--- config.mk ---
export PLATFORM = sky130hd
export DESIGN_NAME = mem_arbiter
export DESIGN_NICKNAME = d
export VERILOG_FILES = /design/src/rtl/mem_arbiter.sv
export SDC_FILE = /design/constraint.sdc
export NUM_CORES = 1
export LEC_CHECK = 0
export BUFFER_PORTS_ARGS = -buffer_cell sky130_fd_sc_hd__buf_2
export CORE_ASPECT_RATIO = 0.75
export CORE_MARGIN = 5
export CORE_UTILIZATION = 45
export CTS_BUF_LIST = sky130_fd_sc_hd__clkbuf_8 sky130_fd_sc_hd__clkbuf_16
export CTS_CLUSTER_DIAMETER = 200
export DETAILED_ROUTE_END_ITERATION = 10
export GPL_TIMING_DRIVEN = 0
export PLACE_DENSITY = 0.89
export SLEW_MARGIN = 20
export SYNTH_ARGS = -nofsm -noshare
export SYNTH_HDL_FRONTEND = slang
export SYNTH_SLANG_ARGS = --single-unit
export TNS_END_PERCENT = 10
--- constraint.sdc ---
create_clock -name clk -period 5.2 [get_ports clk]
set_clock_uncertainty 0.1 [all_clocks]
set_input_delay 0.78 -clock clk [delete_from_list [all_inputs] [get_ports clk]]
set_output_delay 0.78 -clock clk [all_outputs]
set_load 0.01 [all_outputs]
--- src/rtl/mem_arbiter.sv ---
// Two-port (fetch/data) arbiter onto one single-ported memory bus with a response watchdog.
// Optional round-robin tie-breaking via `MEM_ARBITER_RR_EN; default is fixed data-over-fetch priority.
module mem_arbiter #(
   parameter int unsigned TimeoutCycles = 255
) (
   input  logic        clk,
   input  logic        res,
   input  logic        instr_req,
   input  logic [31:0] instr_addr,
   output logic        instr_valid,
   output logic [31:0] instr_read,
   input  logic        data_req,
   input  logic [31:0] data_addr,
   input  logic        data_write_enable,
   input  logic [31:0] data_write,
   input  logic [3:0]  data_be,
   output logic        data_valid,
   output logic [31:0] data_read,
   output logic        mem_req,
   output logic [31:0] mem_addr,
   output logic        mem_we,
   output logic [31:0] mem_wdata,
   output logic [3:0]  mem_be,
   input  logic [31:0] mem_rdata,
   input  logic        mem_valid,
   output logic        bus_error
);

   localparam logic [1:0] S_IDLE   = 2'd0;
   localparam logic [1:0] S_BUSY_I = 2'd1;
   localparam logic [1:0] S_BUSY_D = 2'd2;
   localparam int CNT_W = (TimeoutCycles > 1) ? $clog2(TimeoutCycles + 1) : 1;

   logic [1:0]       r_state;
   logic             r_mem_req;
   logic [31:0]      r_mem_addr;
   logic             r_mem_we;
   logic [31:0]      r_mem_wdata;
   logic [3:0]       r_mem_be;
   logic [CNT_W-1:0] r_cnt;

   logic w_busy;
   logic w_any_req;
   logic w_grant_d;
   logic w_timeout;
   logic w_done;

   assign w_busy    = (r_state == S_BUSY_I) || (r_state == S_BUSY_D);
   assign w_any_req = instr_req || data_req;
   // A response in the timeout cycle wins over the watchdog.
   assign w_timeout = (TimeoutCycles != 0) && w_busy && !mem_valid &&
                      (r_cnt == CNT_W'(TimeoutCycles));
   assign w_done    = w_busy && (mem_valid || w_timeout);

`ifdef MEM_ARBITER_RR_EN
   logic r_fav_d;

   assign w_grant_d = data_req && (!instr_req || r_fav_d);

   always_ff @(posedge clk) begin
      if (!res) begin
         r_fav_d <= 1'b1;
      end else if ((r_state == S_IDLE) && w_any_req) begin
         r_fav_d <= !w_grant_d;
      end
   end
`else
   assign w_grant_d = data_req;
`endif

   always_ff @(posedge clk) begin
      if (!res) begin
         r_state     <= S_IDLE;
         r_mem_req   <= 1'b0;
         r_mem_addr  <= '0;
         r_mem_we    <= 1'b0;
         r_mem_wdata <= '0;
         r_mem_be    <= '0;
         r_cnt       <= '0;
      end else begin
         case (r_state)
            S_IDLE: begin
               if (w_any_req) begin
                  r_state     <= w_grant_d ? S_BUSY_D : S_BUSY_I;
                  r_mem_req   <= 1'b1;
                  r_mem_addr  <= w_grant_d ? data_addr : instr_addr;
                  r_mem_we    <= w_grant_d && data_write_enable;
                  r_mem_wdata <= w_grant_d ? data_write : 32'h0;
                  r_mem_be    <= w_grant_d ? data_be : 4'hF;
                  r_cnt       <= '0;
               end
            end
            S_BUSY_I, S_BUSY_D: begin
               if (w_done) begin
                  r_state   <= S_IDLE;
                  r_mem_req <= 1'b0;
               end else begin
                  r_cnt <= r_cnt + CNT_W'(1);
               end
            end
            default: begin
               r_state   <= S_IDLE;
               r_mem_req <= 1'b0;
            end
         endcase
      end
   end

   // Completion is reported combinationally in the cycle the memory (or watchdog) ends it.
   assign instr_valid = (r_state == S_BUSY_I) && (mem_valid || w_timeout);
   assign data_valid  = (r_state == S_BUSY_D) && (mem_valid || w_timeout);
   assign instr_read  = ((r_state == S_BUSY_I) && mem_valid) ? mem_rdata : 32'h0;
   assign data_read   = ((r_state == S_BUSY_D) && mem_valid) ? mem_rdata : 32'h0;
   assign bus_error   = w_timeout;

   assign mem_req   = r_mem_req;
   assign mem_addr  = r_mem_addr;
   assign mem_we    = r_mem_we;
   assign mem_wdata = r_mem_wdata;
   assign mem_be    = r_mem_be;

endmodule
==> flow_summary.yaml, run 1 <==
clock_tree:
  cts.sinks: 80
  cts_root_buf: "clkbuf_16"
  clock_latency_ns: 0.33
  cts_setup_buffers: 0
  postCtsResizedCells: 0
  htreeDepth: 3
  path_clk_slew_ns: 0.05
  cts_hold_buffers: 0
  cts_buffers: 9
  cts_buffer_depth: 2
  tritoncts: "done"
synth:
  synth_edf_count: 0
  synth_cell_types: 35
  synth.ff_latch_count: 80
  synth_area_um2: 3930
  synth_cells: 428
  synth_top_area_share_pct: 40.75
  async_flop_share_pct: 0
  synth_fp_nets: 570
  syn_avg_cell_area_um2: 9.182
  synthTopCellsByArea: "dfxtp_1, and3_1, mux2i_1, o211a_1, a22oi_1"
  yosysSeqAreaShare_pct: 40.75
  ys_warn_count: 0
  synth_flop_cell: "dfxtp_1"
  yosys.area.top_type: "dfxtp_1"
global_route:
  grt_max_degree: 15
  use_met1_pct: 30.14
  first_global_vias: 4388
  gr-total-overflow: 0
  grt_antenna_before_repair: 0
  use_met2_pct: 42.00
  grt_pass1_wl_um: 21970
  grt.busiest_layer: "met2"
  grt.total_usage_pct: 24.94
  met3_usage_pct: 7.950
critical_path:
  worstPathRequired_ns: 4.32
  critPathArrivalTime_ns: 2.01
  r2r_slack_ns: 3.20
  critical_path.startpoint_type: "input port"
  criticalPathCategory: "in2out"
  end_kind: "primary output"
  crit_fanout: 10
finish:
  fin_util_pct: 67.65
  finish.instance_area_um2: 5744
  multi_input_area_um2: 2125
  final_common_cell: "buf_2"
  area_growth_pct: 46.16
  drive_gt1_share_pct: 43.87
  mostFrequentLayoutCells: "buf_2, dfxtp_1, and3_1"
  diodes: 0
  fin_nets: 855
  ff_latch_area_um2: 1602
  nFillCells: 717
drt:
  first_iter_violations: 258
  drc: 0
  num_vias: 4411
  drt-wirelength-per-cell_um: 17.09
  via_per_inst: 5.340
  antenna_left: 0
  drt_wl_total_um: 14120
  drtPass1Iterations: 5
floorplanning:
  die_area_um2: 10720
  core-area_um2: 8491
  rows: 29
  io_pins: 275
  initial_core_util_pct: 46.29
  fp.dieW_um: 117.9
  die_h_um: 90.93
sta:
  rsz0062_at_grt: "false"
  finalHoldViolCount: 0
  setup_viol: 0
  setup_tns_ns: 0
  max_freq_mhz: 345.6
  min_period_ns: 2.893
  slew_headroom_pct: 57.74
  slew_viol_final: 0
  tightest_slew_ns: 0.6340
  finalCritPeriodShare_pct: 55.64
pwr:
  power_leakage_uw: 0.003412
  p_sw_share_pct: 30.71
  peakVddDrop_mv: 0.2733
  seq_power_share_pct: 38.7
  pwr-share-clk_pct: 34.1
  p_int_uw: 1289
  pwr-share-comb_pct: 27.2
  p_switching_uw: 571.2
  p_per_area_nw_per_um2: 323.8
min_path:
  hold_class: "reg2reg"
placement:
  place_congestion: 0.9084
  portBuffers: 274
  dp_hpwl_um: 11360
  dpl_cell_area_um2: 5436
outcome:
  status: "finished, final reports clean"
job:
  drv_cap: 0
==> per-stage QoR <==
stage               worst slack, ns  instances  total power [uW]  hold WS, ns
floorplan                     2.889        428              1019       0.3385
global placement              2.394        810              1216       0.3618
detailed placement            2.356        810              1239       0.3628
CTS                           2.349        826              1878       0.3745
global route                  2.272        826              1965       0.3855
finish                        2.307        826              1860       0.3745
==> power by group through the flow <==
stage / Sequential [uW] / Combinational [uW] / Clock [uW]
final: 721 / 506 / 633
after floorplan: 762 / 257 / 0
after CTS: 720 / 508 / 650
after global placement: 728 / 487 / 0
after detailed placement: 732 / 507 / 0
after global routing: 727 / 555 / 682
==> worst max-delay path, cell delays in order <==
cell      delay (ns)
buf_2           0.12
clkbuf_1        0.37
clkbuf_1        0.33
and3_1          0.26
buf_2           0.15
==> path summary, 6_finish.rpt <==
kind                           start                          to  cells after the start
max reg2reg  r_state[1]$_SDFFE_PN0P_  mem_wdata[13]$_SDFFE_PN0P_                      7
min            r_cnt[7]$_SDFFE_PN0P_       r_cnt[7]$_SDFFE_PN0P_                      1
max                        mem_valid               data_read[18]                      5
min reg2reg    r_cnt[7]$_SDFFE_PN0P_       r_cnt[7]$_SDFFE_PN0P_                      1
==> layer usage <==
layer	share of wire [%]	wire length, um	vias up
met2	49	6979	207
met3	8.6	1207	24
met1	40	5676	2054
li1	-	-	2126
met5	0	0	-
met4	1.8	253	0
==> final cells by class <==
| class | instances | area share [%] |
|---|---|---|
| clock inverters | 6 | 1.198 |
| plain buffers | 43 | 3.224 |
| repair buffers | 274 | 23.87 |
| flip-flops and latches | 80 | 27.88 |
| clock buffers | 10 | 4.160 |
| well taps | 108 | 2.352 |
| inverters | 5 | 0.3267 |
| multi-input cells | 300 | 36.99 |
==> cell families after synthesis <==
group / synth area share (%)
buffers and inverters: 5.189
adder cells (fa/ha/maj): 1.274
flip-flops: 40.75
multiplexers: 8.660
AND/OR/NAND/NOR: 24.71
AO/OA/AOI/OAI: 19.42
==> synthesized netlist by cell type (3+ instances only) <==
master    instances
a21oi_1           4
a22oi_1          33
a31oi_1           3
and3_1           64
buf_2            13
clkbuf_1         28
dfxtp_1          80
ha_1              4
inv_1             5
mux2i_1          34
nand2_1          39
nand3_1          10
nand4_1           4
nor2_1            8
nor2b_1          38
o211a_1          32
o21ai_0           4
o221a_2           5
==> registers in the layout, indices dropped and copies added (netlist names) <==
| name | count |
|---|---|
| mem_addr | 32 |
| mem_we | 1 |
| mem_be | 4 |
| mem_wdata | 32 |
| r_cnt | 8 |
| mem_req | 1 |
| r_state | 2 |
Note: power is estimated with default switching activity, not from simulation.
==> run 2, diff against run 1 <==
--- a/config.mk
+++ b/config.mk
@@ -8,12 +8,12 @@
 export BUFFER_PORTS_ARGS = -buffer_cell sky130_fd_sc_hd__buf_2
 export CORE_ASPECT_RATIO = 0.75
 export CORE_MARGIN = 5
-export CORE_UTILIZATION = 45
+export CORE_UTILIZATION = 42
 export CTS_BUF_LIST = sky130_fd_sc_hd__clkbuf_8 sky130_fd_sc_hd__clkbuf_16
 export CTS_CLUSTER_DIAMETER = 200
 export DETAILED_ROUTE_END_ITERATION = 10
 export GPL_TIMING_DRIVEN = 0
-export PLACE_DENSITY = 0.89
+export PLACE_DENSITY = 0.84
 export SLEW_MARGIN = 20
 export SYNTH_ARGS = -nofsm -noshare
 export SYNTH_HDL_FRONTEND = slang
==> constraint.sdc (replaced) <==
create_clock -name clk -period 2.96 [get_ports clk]
set_clock_uncertainty 0.1 [all_clocks]
set_input_delay 0.444 -clock clk [delete_from_list [all_inputs] [get_ports clk]]
set_output_delay 0.444 -clock clk [all_outputs]
set_load 0.01 [all_outputs]
==> flow_summary.yaml, run 2 (synthesis gave the netlist of run 1 again) <==
placement:
  dpl_cell_area_um2: 5461
  dp_hpwl_um: 11160
  place_inst: 830
  portBuffers: 274
  place_congestion: 0.8921
sta:
  min_period_ns: 2.448
  max_freq_mhz: 408.5
  tightest_slew_ns: 0.6577
  setup_viol: 0
  slew_viol_final: 0
  finalCritPeriodShare_pct: 82.70
  slew_headroom_pct: 55.86
  rsz0062_at_grt: "false"
  setup_tns_ns: 0
  finalHoldViolCount: 0
critical_path:
  end_kind: "primary output"
  critical_path.startpoint_type: "register"
  cp_slowest_stage_delay_ns: 0.38
  criticalPathCategory: "reg2out"
  r2r_start: "r_state[1]$_SDFFE_PN0P_"
  path_cells: "inv_1 > ha_1 > buf_2 > nor2b_1 > and2_1 > buf_2"
  cpMostUsedCell: "buf_2"
  crit_path_start: "r_state[1]$_SDFFE_PN0P_"
  worstPathRequired_ns: 2.42
  cp_slowest_cell: "dfxtp_1"
  critPathArrivalTime_ns: 1.90
  crit_fanout: 10
finish:
  final_common_cell: "buf_2"
  area_growth_pct: 47.34
  fin_cells: 846
  diodes: 0
  fin_util_pct: 63.75
  fin_nets: 855
  finish.instance_area_um2: 5791
  drive_gt1_share_pct: 43.87
  nFillCells: 795
  mostFrequentLayoutCells: "buf_2, dfxtp_1, and3_1"
clock_tree:
  htreeDepth: 3
  cts.sinks: 80
  path_clk_slew_ns: 0.06
  cts_root_buf: "clkbuf_16"
  cts_setup_buffers: 0
  cts_buffer_depth: 2
  clock_latency_ns: 0.33
  cts_hold_buffers: 0
  postCtsResizedCells: 0
  cts_buffers: 9
  tritoncts: "done"
pwr:
  power_uw: 3366
  p_per_area_nw_per_um2: 581.4
  power_leakage_uw: 0.003435
  peakVddDrop_mv: 0.4010
job:
  drv_cap: 0
global_route:
  first_global_vias: 4337
  grt.total_usage_pct: 23.23
  grt_antenna_before_repair: 0
  gr-total-overflow: 0
  grt_max_degree: 16
  grt_pass1_wl_um: 21470
floorplanning:
  fp.dieW_um: 121.7
  core-area_um2: 9084
  io_pins: 275
  die_h_um: 93.78
  initial_core_util_pct: 43.26
  rows: 30
  die_area_um2: 11410
drt:
  drt-met1-wl_um: 5641
  routed.top_layer: "met4"
  wl_met3_um: 1110
  wl_met2_um: 6868
  antenna_left: 0
  drc: 0
  drt_wl_total_um: 13930
  num_vias: 4431
  drtPass1Iterations: 5
  first_iter_violations: 287
  via_per_inst: 5.238
  drt-wirelength-per-cell_um: 16.47
outcome:
  status: "finished, final reports clean"
min_path:
  hold_class: "in2reg"
  hold_start: "data_write[2]"
==> run 2: path summary, 6_finish.rpt <==
| path | endpoint | slack (ns) | cells after the start |
|---|---|---|---|
| min reg2reg | r_cnt[7]$_SDFFE_PN0P_ | 0.39 | 1 |
| min | mem_wdata[2]$_SDFFE_PN0P_ | 0.28 | 3 |
| max reg2reg | mem_wdata[18]$_SDFFE_PN0P_ | 0.93 | 7 |
| max | bus_error | 0.51 | 6 |
==> run 2: final cells by class <==
type	count	area [um^2]	area share [%]
repair buffers	274	1371	23.68
clock buffers	9	225.2	3.889
well taps	128	160.2	2.766
plain buffers	43	185.2	3.198
flip-flops and latches	80	1602	27.66
inverters	5	18.77	0.3241
clock inverters	7	103.9	1.793
multi-input cells	300	2125	36.69
==> run 2: worst max-delay path, delay by kind of cell, from the launching register on <==
kind	cells	cell delay, ns
flops	1	0.38
buf+inv	3	0.42
fa+ha+maj	1	0.28
simple gates	2	0.49
==> run 2: metal layers <==
metal	vias up	GRT usage, %
met1	2066	28.65
met3	27	6.020
met5	-	0
met2	207	39.13
met4	0	8.582
li1	2131	-
==> run 2: stage by stage <==
step | setup slack (ns) | hold slack [ns]
floorplan | 1.172 | 0.3385
global placement | 0.9111 | 0.3575
detailed placement | 0.8606 | 0.3811
CTS | 0.5217 | 0.2695
global route | 0.4596 | 0.2844
finish | 0.5122 | 0.2809
==> run 2: where the power goes <==
group / leakage [uW] / switching [uW] / internal, uW
combinational: 0.00262 / 504 / 387
clock: 0.000161 / 460 / 749
sequential: 0.000660 / 66.4 / 1200
